==> src/rtl/mem_port_arbiter.sv <==
// Arbiter sharing one single-ported memory between instruction fetch (IF) and load/store (D).
// Optional `define ARB_PERF_CNT_EN adds the perf_if_stall counter output.
module mem_port_arbiter #(
    parameter int ADDR_W     = 16,
    parameter int DATA_W     = 16,
    parameter int MEM_LAT    = 1,
    parameter int STARVE_MAX = 4
) (
    input  logic              Clock,
    input  logic              Reset,
    input  logic              if_req,
    input  logic [ADDR_W-1:0] if_addr,
    output logic              if_gnt,
    output logic              if_rvalid,
    output logic [DATA_W-1:0] if_rdata,
    input  logic              d_req,
    input  logic              d_we,
    input  logic [ADDR_W-1:0] d_addr,
    input  logic [DATA_W-1:0] d_wdata,
    output logic              d_gnt,
    output logic              d_rvalid,
    output logic [DATA_W-1:0] d_rdata,
    output logic              mem_en,
    output logic              mem_we,
    output logic [ADDR_W-1:0] mem_addr,
    output logic [DATA_W-1:0] mem_wdata,
    input  logic [DATA_W-1:0] mem_rdata,
    output logic              stall_if
`ifdef ARB_PERF_CNT_EN
    ,
    output logic [15:0]       perf_if_stall
`endif
);

    // state   | meaning
    // IDLE    | free; may issue a request this cycle
    // WAIT_IF | fetch read outstanding, counting down to data return
    // WAIT_D  | load read outstanding, counting down to data return

    localparam int SW = $clog2(STARVE_MAX + 1);
    localparam logic [SW-1:0] STARVE_TC = SW'(STARVE_MAX);
    localparam logic [3:0]    LAT       = 4'(MEM_LAT);

    generate
        if (MEM_LAT < 1 || MEM_LAT > 15) begin : g_bad_lat
            $error("mem_port_arbiter: MEM_LAT=%0d outside supported range 1..15", MEM_LAT);
        end
    endgenerate

    typedef enum logic [1:0] {IDLE, WAIT_IF, WAIT_D} state_t;

    state_t         state;
    logic [3:0]     wait_cnt;
    logic [SW-1:0]  starve_cnt;
    logic           idle;
    logic           d_win;
    logic           if_win;
    logic           last;

    // Outputs are forced quiet while Reset is held so nothing issues during reset.
    always_comb begin
        idle      = (state == IDLE) && !Reset;
        d_win     = idle && d_req && !(if_req && (starve_cnt == STARVE_TC));
        if_win    = idle && if_req && !d_win;
        last      = (wait_cnt == 4'd1) && !Reset;

        if_gnt    = if_win;
        d_gnt     = d_win;
        mem_en    = if_win || d_win;
        mem_we    = d_win && d_we;
        mem_addr  = d_win ? d_addr : (if_win ? if_addr : '0);
        mem_wdata = d_win ? d_wdata : '0;

        if_rvalid = (state == WAIT_IF) && last;
        d_rvalid  = (state == WAIT_D) && last;
        if_rdata  = if_rvalid ? mem_rdata : '0;
        d_rdata   = d_rvalid ? mem_rdata : '0;

        stall_if  = if_req && !if_gnt && !Reset;
    end

    always_ff @(posedge Clock or posedge Reset) begin
        if (Reset) begin
            state      <= IDLE;
            wait_cnt   <= 4'd0;
            starve_cnt <= '0;
        end else begin
            case (state)
                IDLE: begin
                    if (d_win && !d_we) begin
                        state    <= WAIT_D;
                        wait_cnt <= LAT;
                    end else if (if_win) begin
                        state    <= WAIT_IF;
                        wait_cnt <= LAT;
                    end
                end
                WAIT_IF, WAIT_D: begin
                    if (wait_cnt == 4'd1) begin
                        state    <= IDLE;
                        wait_cnt <= 4'd0;
                    end else begin
                        wait_cnt <= wait_cnt - 4'd1;
                    end
                end
                default: begin
                    state    <= IDLE;
                    wait_cnt <= 4'd0;
                end
            endcase

            // Counts D wins only while fetch is actually waiting.
            if (!if_req || if_win)
                starve_cnt <= '0;
            else if (d_win && (starve_cnt != STARVE_TC))
                starve_cnt <= starve_cnt + 1'b1;
        end
    end

`ifdef ARB_PERF_CNT_EN
    always_ff @(posedge Clock or posedge Reset) begin
        if (Reset)
            perf_if_stall <= 16'd0;
        else if (stall_if && (perf_if_stall != 16'hFFFF))
            perf_if_stall <= perf_if_stall + 16'd1;
    end
`endif

endmodule

==> config.mk <==
export PLATFORM = sky130hd
export DESIGN_NAME = mem_port_arbiter
export DESIGN_NICKNAME = d
export VERILOG_FILES = /design/src/rtl/mem_port_arbiter.sv
export SDC_FILE = /design/constraint.sdc
export NUM_CORES = 1
export LEC_CHECK = 0
export CAP_MARGIN = 20
export CORE_AREA = 2 2 52 90
export DETAILED_ROUTE_END_ITERATION = 12
export DIE_AREA = 0 0 54 92
export PLACE_DENSITY = 0.85
export REMOVE_ABC_BUFFERS = 1
export SYNTH_ARGS = -nofsm -noshare
export SYNTH_HDL_FRONTEND = slang
export SYNTH_SLANG_ARGS = --single-unit
==> constraint.sdc <==
create_clock -name Clock -period 4.6 [get_ports Clock]
set_clock_uncertainty 0.1 [all_clocks]
set_input_delay 1.38 -clock Clock [delete_from_list [all_inputs] [get_ports Clock]]
set_output_delay 1.38 -clock Clock [all_outputs]
set_load 0.01 [all_outputs]
After elaboration in Yosys (flattened, before gate mapping):

Index checks and enable logic that the tools add are counted.

* RAM bits: 0
* register bits after elaboration: 9
* memories: 0
* memory bits (read-only): 0
* latch bits: 0
* output and inout bits: 71
* bits of input ports: 69
* logic and storage cells: 53

* eq/ne operators: 7
* $add $sub $neg: 2
* multiplexer cells: 15
* divide/modulo/power cells: 0
* shift operators: 0
* $lt $le $gt $ge: 0
* $mul: 0
* reduce and logical (&&, ||, !) cells: 26
* bitwise logic cells: 0

Operators with widths (count)
* $mux W16: 5
* $logic_and A1 B1 Y1: 14
* $mux W4: 3
* $pmux W4 S2: 1
* $logic_not A1 Y1: 6
* $mux W2: 3
* $mux W3: 2
* $eq A4 B1 Y1 const B: 1
* $pmux W2 S2: 1
* $sub A4 B1 Y4 const B: 1
* $add A3 B1 Y3 const B: 1
* $eq A3 B3 Y1 const B: 1
* $ne A3 B2 Y1 const B: 1
* $ne A3 B3 Y1 const B: 1
* $eq A2 B1 Y1 const B: 1
* $eq A2 B2 Y1 const B: 1
* $logic_not A2 Y1: 1
* $logic_or A1 B1 Y1: 2
* $ne A2 B2 Y1 const B: 1
* $reduce_and A2 Y1: 1
* $reduce_bool A2 Y1: 1
* $reduce_or A2 Y1: 1

Logic depth before layout (Yosys ltp):

Gate-level depths: netlist of the first run.

* depth in word-level cells: 9
* mapped depth: 8
* depth with buffers taken out: 7

Worst setup path after synthesis of the first run:

No wires, ideal clock.

* path type: in2out
* start: in d_req
* end: out stall_if
* path slack: 0.920 ns
* data required time: 3.120 ns
* path buffers: 1
* arrival: 2.200 ns
* stages on the path: 5
* cells stage by stage: a21bo_2 -> and3_4 -> buf_6 -> nand2b_4 -> nor2_1

* longest elaborated chain between the ends: 7

Ends and longest elaborated chain
* start, declared: line 16 `input logic d_req,`
* $logic_and A1 B1 Y1 (2 in series): line 63 `d_win = idle && d_req && !(if_req && (starve_cnt == STARVE_TC));`
* $logic_not A1 Y1: line 64 `if_win = idle && if_req && !d_win;`
* $logic_and A1 B1 Y1: line 64
* $logic_not A1 Y1: line 79 `stall_if = if_req && !if_gnt && !Reset;`
* $logic_and A1 B1 Y1 (2 in series): line 79
* end, declared: line 28 `output logic stall_if`

Every way passes these cells.

Worst setup path in the final report of the first run:

* start: in d_req
* end: out mem_addr[3]

* longest elaborated chain between the ends: 6

Ends and longest elaborated chain
* $logic_and A1 B1 Y1 * (2 in series): line 63
* $logic_not A1 Y1: line 64
* $logic_and A1 B1 Y1: line 64
* $mux W16: line 71 `mem_addr = d_win ? d_addr : (if_win ? if_addr : '0);`
* $mux W16 *: line 71
* end, declared: line 25 `output logic [ADDR_W-1:0] mem_addr,`

Mark *: on every way between the ends. The rest lies on a longest branch, timed or not.

==> run_results.csv, run 1 <==
group,metric,value,unit
sta,hold_slack,0.4157,ns
job,cap_violations,0,
pwr,p_int,448.3,uW
cells_and_area,layout_common_cells,"clkdlybuf4s50_1, and2_1, a22o_1, dfrtp_1",
clock_tree,cts_buffer_depth,2,
synthesis,netlist_area,1235,sq um
clock_tree,holdBufCountCts,0,
routing,first_pass_iters,4,
pwr,power.leakage,0.001166,uW
place,dp_cells,343,
sta,period_share,97.31,%
clock_tree,cts_made_buffers,3,
routing,ant_nets,0,
sta,tightest_slew,0.3673,ns
clock_tree,cts.sinks,9,
cells_and_area,syn2layout_area_growth,127.7,%
floorplanning,io-pin-count,140,
synthesis,ys_warn_count,0,
cells_and_area,layout_commonest_cell,"clkdlybuf4s50_1",
global_routing,grt_use_total,19.88,%
floorplanning,core-area,4324,sq um
global_routing,grt_start_max_net_pins,25,
sta,fin_crit,4.476,ns
sta,rsz0062_at_grt,"false",
floorplanning,row_count,32,
pwr,peakVddDrop,0.0002131,V
routing,drc,0,
floorplanning,die_x,54,microns
place,gp_congestion,0.8100,
global_routing,grt_pass1_vias,1595,
place,hpwl,4158,microns
clock_tree,htreeDepth,1,
setup_path,setup.worst_path.start,"d_req",
setup_path,endpoint_kind,"output port",
setup_path,cp_max_fo,11,
global_routing,grtUsageMet3,5.049,%
synthesis,syn_avg_cell_area,8.233,sq um
setup_path,cp.arrival,3.00,ns
setup_path,timing.rr.start,"starve_cnt[0]",
routing,vias_per_cell,4.747,
setup_path,r2r_setup_slack,2.72,ns
cells_and_area,utilization,65.02,%
synthesis,seq_area_frac_synth,18.24,%
cells_and_area,n_antenna_cell,0,
global_routing,use_met1,17.81,%
setup_path,startpoint_type,"input pin",
sta,max_freq,223.4,MHz
setup_path,cp-endpoint,"mem_addr[3]",
clock_tree,cts_tree,"built",
setup_path,reg2regPathDepth,7,
global_routing,grt_busiest_layer,"met2",
global_routing,antenna_found_initial,0,
sta,hold_viol,0,
pwr,power.density,263.7,nW/um^2
setup_path,rr_endpoint,"wait_cnt[3]",
sta,maxSlewViolCount,0,
setup_path,path_class,"in2out",
floorplanning,die-height,92,microns
clock_tree,path_clk_slew,0.05,ns
routing,vias,1652,
pwr,p_sw,293.2,uW
global_routing,grt_overflow,0,
synthesis,synth_cell_type_count,33,
routing,wl_per_cell,14.30,microns
global_routing,grt_pass1_wl,7307,microns
pwr,power_frac_comb,69.5,%
sta,finalSetupViolations,0,
routing,drt_wl_total,4975,microns
pwr,switching_share,39.54,%
cells_and_area,nets,375,
place,port_buffers,139,
pwr,seqPwrFrac,16.9,%
sta,relSlewSlack,75.51,%
routing,drtIter0Drc,7,
run_status,outcome,"finished, final reports clean",
synthesis,synthCells,150,
setup_path,critPathRequiredTime,3.12,ns
pwr,pwr-share-clk,13.5,%
cells_and_area,drive_above_1_share,9.428,%
floorplanning,start_util,28.56,%
clock_tree,postCtsSetupBuffers,0,
floorplanning,die_area,4968,sq um
cells_and_area,instances_no_fill,348,
synthesis,synth-seq-cells,9,
clock_tree,root_buffer,"clkbuf_8",
global_routing,met2_usage,37.91,%
worst_hold_path,hp-class,"reg2reg",
clock_tree,clk_latency,0.25,ns
## synthesized netlist by cell type
master    number  area share, %
a22o_1        16             11
o221ai_1       1           0.71
nand3b_1       2            1.2
a21oi_1        3            1.2
nor4b_4        2            3.9
o31ai_1        2            1.2
ha_1           8            8.1
nand3_1        6            2.4
xor2_1         1           0.71
o21ai_2        1           0.71
nand4_1        1           0.51
and2_1        50             25
a221oi_4       1            2.1
buf_2          6            2.4
o211ai_1       1           0.61
nand3_2        1           0.81
nor2_1         5            1.5
or3_1          2            1.0
nor2b_2        2            1.4
nand2b_4       2            2.2
o21ai_1        1           0.40
nand2_1        6            1.8
nand2b_1       2            1.0
inv_2          2           0.61
dfrtp_1        9             18
a21bo_2        1           0.81
or4_1          2            1.2
and3_4         1           0.91
buf_4          1           0.61
and2b_1        1           0.61
inv_1          7            2.1
buf_6          1           0.91
o21ai_0        3            1.2
## state kept, by name, summed over array words and instances (netlist names)
register and cells:
starve_cnt 3, state 2, wait_cnt 4
## through the flow
stage	setup TNS (ns)	total power, uW	setup slack [ns]	cell area [sq um]
after global placement	-0.0008351	626.6	-0.0008351	2736
after global routing	0	794.4	0.01310	2811
after CTS	-0.2193	741.6	-0.03284	2788
final	0	741.5	0.1237	2811
after floorplan	0	383.5	0.9558	1186
after detailed placement	-0.1847	637.1	-0.01891	2736
## kinds of logic after synthesis
family / count (synthesis) / share of synthesized area [%]
flops: 9 / 18.24
simple gates: 85 / 45.90
compound gates: 30 / 20.36
fa+ha+maj: 8 / 8.106
xor+xnor: 1 / 0.7093
buf+inv: 17 / 6.688
## layer usage
metal	up-vias	wire [microns]
met4	0	149
met3	11	496
met1	728	1533
met5	-	0
met2	96	2795
li1	817	-
## worst max-delay path: stages
cell	delay [ns]
clkdlybuf4s50_1	0.47
buf_4	0.14
nand3_2	0.07
inv_2	0.09
buf_4	0.16
a22o_1	0.14
clkdlybuf4s50_1	0.55
## power by group through the flow
stage	Sequential, uW	Combinational, uW	Clock (uW)
after floorplan	121	263	0
after global placement	126	501	0
after detailed placement	127	510	0
after CTS	126	514	102
after global routing	130	561	104
final	125	516	100
## final cells by class
class                      count  area, sq um
multi-input combinational    125        943.4
inverter                       9        33.78
timing repair buffer         150         1500
clock buffer                   4        45.04
fill                         386         1513
sequential                     9        225.2
tap                           51        63.81
## worst min-delay path by stage
stage / startpoint / end / depth (start not counted)
global placement: wait_cnt[1] / wait_cnt[1] / 2
CTS: wait_cnt[1] / wait_cnt[1] / 2
global route: wait_cnt[1] / wait_cnt[1] / 2
floorplan: wait_cnt[1] / wait_cnt[1] / 2
detailed placement: wait_cnt[1] / wait_cnt[1] / 2
finish: wait_cnt[1] / wait_cnt[1] / 2
## timing repair
| action | 4_1_cts | 5_1_grt |
|---|---|---|
| gates resized for setup | 3 | 5 |
| endpoints found under the setup margin | 44 | 65 |
| gates cloned | 0 | 1 |
Power figures use the tool's default switching activity.
==> run 2: changes to the inputs <==
- CAP_MARGIN: 20 -> unset
- DONT_BUFFER_PORTS: unset -> 1
- PLACE_DENSITY: 0.85 -> unset
==> run 2 against run 1 <==
- clock-buffer cell count is the same
- combinational power fell by 40%
- design area fell by 54%
- die area did not move
- highest routed layer unchanged
- critical endpoint is now mem_addr[9]
- worst setup slack gained 0.66 ns
- flip-flop and latch count stayed put
- first-iteration DRC count rose to 4.3 times the previous value
==> run_results.csv, run 2 (same netlist as run 1, synthesis figures left out) <==
group,metric,value,unit
run_status,outcome,"finished, final reports clean",
cells_and_area,largest_reg_flops,4,
routing,ant_nets,0,
global_routing,antenna_found_initial,0,
clock_tree,path_clk_slew,0.04,ns
floorplanning,core-area,4324,sq um
sta,hold_viol,0,
routing,drtIter0Drc,30,
routing,drt_wl_total,3203,microns
cells_and_area,regMostFlops,"wait_cnt",
place,hpwl,2722,microns
floorplanning,die_area,4968,sq um
floorplanning,die_x,54,microns
pwr,pwr-share-clk,17.1,%
clock_tree,cts_resized,0,
pwr,seqPwrFrac,23.9,%
setup_path,endpoint_kind,"output port",
job,cap_violations,0,
floorplanning,row_count,32,
sta,rsz0062_at_grt,"false",
routing,top_layer,"met4",
routing,drc,0,
routing,wl_met1,1181,microns
pwr,power.density,406.0,nW/um^2
cells_and_area,nets,224,
clock_tree,cts.sinks,9,
setup_path,path_buf_inv,1,
clock_tree,clk_latency,0.23,ns
pwr,power.leakage,0.0005488,uW
floorplanning,start_util,28.56,%
routing,vias,1148,
clock_tree,postCtsSetupBuffers,0,
place,gp_congestion,0.8027,
sta,tightest_slew,0.7011,ns
floorplanning,io-pin-count,140,
pwr,p_sw,242.8,uW
setup_path,startpoint_type,"input pin",
clock_tree,holdBufCountCts,0,
sta,fin_crit,3.814,ns
global_routing,grt_start_max_net_pins,36,
cells_and_area,layout_common_cells,"and2_1, a22o_1, dfrtp_1, ha_1, inv_1",
setup_path,cp.arrival,2.33,ns
routing,vias_per_cell,5.827,
clock_tree,cts_buffer_depth,2,
cells_and_area,top_regs,"wait_cnt (4), starve_cnt (3), state (2)",
setup_path,cp_max_fo,35,
place,port_buffers,0,
floorplanning,die-height,92,microns
sta,max_freq,262.2,MHz
setup_path,crit_family,"buffers and inverters",
routing,first_pass_iters,4,
pwr,p_int,283.0,uW
global_routing,grt_use_total,12.62,%
sta,relSlewSlack,53.06,%
cells_and_area,utilization,29.95,%
cells_and_area,design_area,1295,sq um
setup_path,cp_cell_sequence,"nor2b_2 > nand3_2 > inv_2 > a22o_1",
routing,wl_per_cell,16.26,microns
clock_tree,cts_made_buffers,3,
routing,dr_wl_met3,339,microns
clock_tree,root_buffer,"clkbuf_8",
clock_tree,cts_tree,"built",
pwr,peakVddDrop,0.0001640,V
global_routing,grt_overflow,0,
routing,wl_met2,1645,microns
sta,period_share,82.91,%
global_routing,grt_pass1_vias,981,
cells_and_area,layout_commonest_cell,"and2_1",
setup_path,slowest_stage,"inv_2",
worst_hold_path,hp-class,"reg2reg",
setup_path,slowest_delay,0.36,ns
sta,finalSetupTns,0,ns
sta,finalSetupViolations,0,
pwr,power_frac_comb,58.9,%
setup_path,critPathRequiredTime,3.12,ns
place,place_area,1250,sq um
cells_and_area,syn2layout_area_growth,4.863,%
pwr,switching_share,46.18,%
cells_and_area,n_antenna_cell,0,
sta,maxSlewViolCount,0,
setup_path,path_class,"in2out",
cells_and_area,drive_above_1_share,10.96,%
global_routing,grt_pass1_wl,4712,microns
clock_tree,htreeDepth,1,
==> run 2: changes by cell type in the layout (fill, tap and decap cells not counted), sizes merged <==
cell	before	now
and3	2	1
buf	11	0
clkdlybuf4s50	135	0
dlygate4sd2	1	0
dlymetal6s2s	3	0
==> run 2: area by class of cell <==
cell class	instances	area (sq um)
multi-input combinational	124	927.1
inverter	9	33.78
clock buffer	4	45.04
tap	51	63.81
sequential	9	225.2
fill	473	3029
==> run 2: tightest hold or removal path, cell delays in order (launching register included) <==
cell and delay [ns]:
dfrtp_1 0.35, nand2_1 0.05, o31ai_1 0.06
==> run 2: power by group through the flow <==
stage / registers (uW) / logic, uW / clock network [uW]
2_1_floorplan: 121 / 263 / 0
3_3_place_gp: 127 / 308 / 0
3_5_place_dp: 128 / 313 / 0
4_1_cts: 127 / 314 / 93.9
5_1_grt: 130 / 349 / 97.4
6_report: 126 / 310 / 90.1
==> run 2: routing by layer <==
metal | track usage [%] | vias up
li1 | - | 507
met1 | 15.57 | 538
met2 | 21.54 | 99
met3 | 1.140 | 4
met4 | 5.000 | 0
met5 | 0 | -
==> run 2: stage by stage <==
step                std cells  setup WS, ns  hold slack, ns  power, uW
floorplan                 142        0.9558          0.3644      383.5
global placement          193        0.8344          0.3893      434.2
detailed placement        193        0.8019          0.3974      440.6
CTS                       197        0.8017          0.4088      534.7
global route              197        0.6802          0.4747      577.2
finish                    197        0.7861          0.4058      525.7
==> run 2: final timing paths <==
| check | slack [ns] | depth (start not counted) | end | startpoint |
|---|---|---|---|---|
| setup / recovery | 0.79 | 4 | mem_addr[9] | Reset |
| hold / removal | 0.41 | 2 | wait_cnt[1] | wait_cnt[1] |
| setup reg to reg | 2.64 | 7 | state[1] | state[1] |
| hold reg to reg | 0.41 | 2 | wait_cnt[1] | wait_cnt[1] |
| max in group asynchronous | 3.34 | 1 | starve_cnt[2] | Reset |
| min in group asynchronous | 0.86 | 1 | starve_cnt[0] | Reset |
==> run 3: changes to the inputs <==
- clock period: 4.6 -> 3.7 ns (I/O delays scaled with it)
==> run 3 against run 2 <==
- sequential share of layout area stayed put
- die area stayed put
- clock-buffer cell count stayed put
- wire length is 0.62% lower
- first-iteration DRC count is 3.3% lower
- total power is 25% higher
- global-route usage is 0.22 points lower
- critical path depth is 2 higher
- via count is 0.26% higher
- hold slack worse by 0.0013 ns
- largest power group unchanged
- highest routed layer unchanged
==> run_results.csv, run 3 (same netlist as run 1, synthesis figures left out) <==
group,metric,value,unit
pwr,peakVddDrop,0.0001330,V
setup_path,cp_max_fo,35,
pwr,power.density,506.4,nW/um^2
global_routing,grt_pass1_wl,4602,microns
floorplanning,die-height,92,microns
global_routing,grt_start_max_net_pins,36,
routing,drtIter0Drc,29,
sta,fin_crit,3.283,ns
cells_and_area,layout_common_cells,"and2_1, a22o_1, dfrtp_1, ha_1, inv_1",
sta,period_share,88.73,%
pwr,power.leakage,0.0005488,uW
routing,wl_per_cell,16.16,microns
clock_tree,cts.sinks,9,
setup_path,cp.arrival,2.07,ns
routing,wl_met2,1655,microns
sta,tightest_slew,0.6935,ns
pwr,power,655.8,uW
cells_and_area,drive_above_1_share,10.96,%
sta,hold_viol,0,
clock_tree,cts_resized,0,
clock_tree,path_clk_slew,0.04,ns
routing,vias_per_cell,5.843,
routing,drc,0,
cells_and_area,n_antenna_cell,0,
routing,dr_wl_met3,359,microns
place,hpwl,2712,microns
floorplanning,die_x,54,microns
floorplanning,die_area,4968,sq um
clock_tree,cts_buffer_depth,2,
routing,drt_wl_total,3183,microns
global_routing,grt_pass1_vias,980,
routing,vias,1151,
floorplanning,start_util,28.56,%
setup_path,critPathRequiredTime,2.49,ns
sta,maxSlewViolCount,0,
floorplanning,io-pin-count,140,
cells_and_area,largest_reg_flops,4,
cells_and_area,top_regs,"wait_cnt (4), starve_cnt (3), state (2)",
clock_tree,cts_tree,"built",
cells_and_area,syn2layout_area_growth,4.863,%
routing,first_pass_iters,4,
job,cap_violations,0,
setup_path,path_class,"reg2out",
global_routing,antenna_found_initial,0,
sta,finalSetupViolations,0,
sta,max_freq,304.6,MHz
sta,fin_ws,0.4169,ns
sta,finalSetupTns,0,ns
run_status,outcome,"finished, final reports clean",
routing,top_layer,"met4",
worst_hold_path,hp-class,"reg2reg",
clock_tree,root_buffer,"clkbuf_8",
cells_and_area,regMostFlops,"wait_cnt",
place,post-place-ws,0.4329,ns
floorplanning,row_count,32,
cells_and_area,nets,224,
setup_path,endpoint_kind,"output port",
place,port_buffers,0,
routing,ant_nets,0,
floorplanning,core-area,4324,sq um
clock_tree,htreeDepth,1,
clock_tree,clk_latency,0.24,ns
setup_path,startpoint_type,"flip-flop",
global_routing,grt_overflow,0,
global_routing,grt_use_total,12.40,%
sta,relSlewSlack,53.57,%
place,gp_congestion,0.8014,
cells_and_area,layout_commonest_cell,"and2_1",
clock_tree,postCtsSetupBuffers,0,
clock_tree,cts_made_buffers,3,
sta,rsz0062_at_grt,"false",
clock_tree,holdBufCountCts,0,
routing,wl_met1,1118,microns
==> run 3: cell counts in the layout (fill, tap and decap cells not counted) <==
No cell type changed its count.
==> run 3: area by class of cell <==
| type | count | area [sq um] |
|---|---|---|
| Sequential cell | 9 | 225.2 |
| Tap cell | 51 | 63.81 |
| Multi-Input combinational cell | 124 | 927.1 |
| Fill cell | 476 | 3029 |
| Inverter | 9 | 33.78 |
| Clock buffer | 4 | 45.04 |
==> run 3: layer usage <==
metal / global-route usage, % / vias up
met5: 0 / -
met2: 21.85 / 96
met3: 1.954 / 5
li1: - / 508
met4: 5.000 / 0
met1: 14.05 / 542
==> run 3: worst max-delay path: stages (launching register included) <==
cell	delay [ns]
dfrtp_1	0.41
inv_1	0.11
ha_1	0.27
nor2b_2	0.27
nand3_2	0.11
inv_2	0.37
a22o_1	0.29
==> run 3: where the power goes <==
| group | switching [uW] | internal, uW |
|---|---|---|
| logic | 233 | 151 |
| registers | 29.8 | 126 |
| clock network | 40.7 | 75.2 |
| total | 304 | 352 |
==> run 3: per-stage QoR <==
stage / hold WS (ns) / std cells / util [%] / area (sq um)
after floorplan: 0.3644 / 142 / - / 1186
after global placement: 0.3888 / 193 / 28.91 / 1250
after detailed placement: 0.4023 / 193 / 28.91 / 1250
after CTS: 0.4114 / 197 / 29.95 / 1295
after global routing: 0.4482 / 197 / 29.95 / 1295
final: 0.4045 / 197 / 29.95 / 1295
==> run 3: worst paths after layout <==
path	start	to	slack, ns	cells after the start
worst max register to register	state[1]	state[1]	1.77	7
worst max-delay path	state[1]	mem_addr[14]	0.42	6
worst min register to register	wait_cnt[1]	wait_cnt[1]	0.40	2
max in group asynchronous	Reset	starve_cnt[1]	2.73	1
min in group asynchronous	Reset	state[0]	0.58	1
worst min-delay path	wait_cnt[1]	wait_cnt[1]	0.40	2
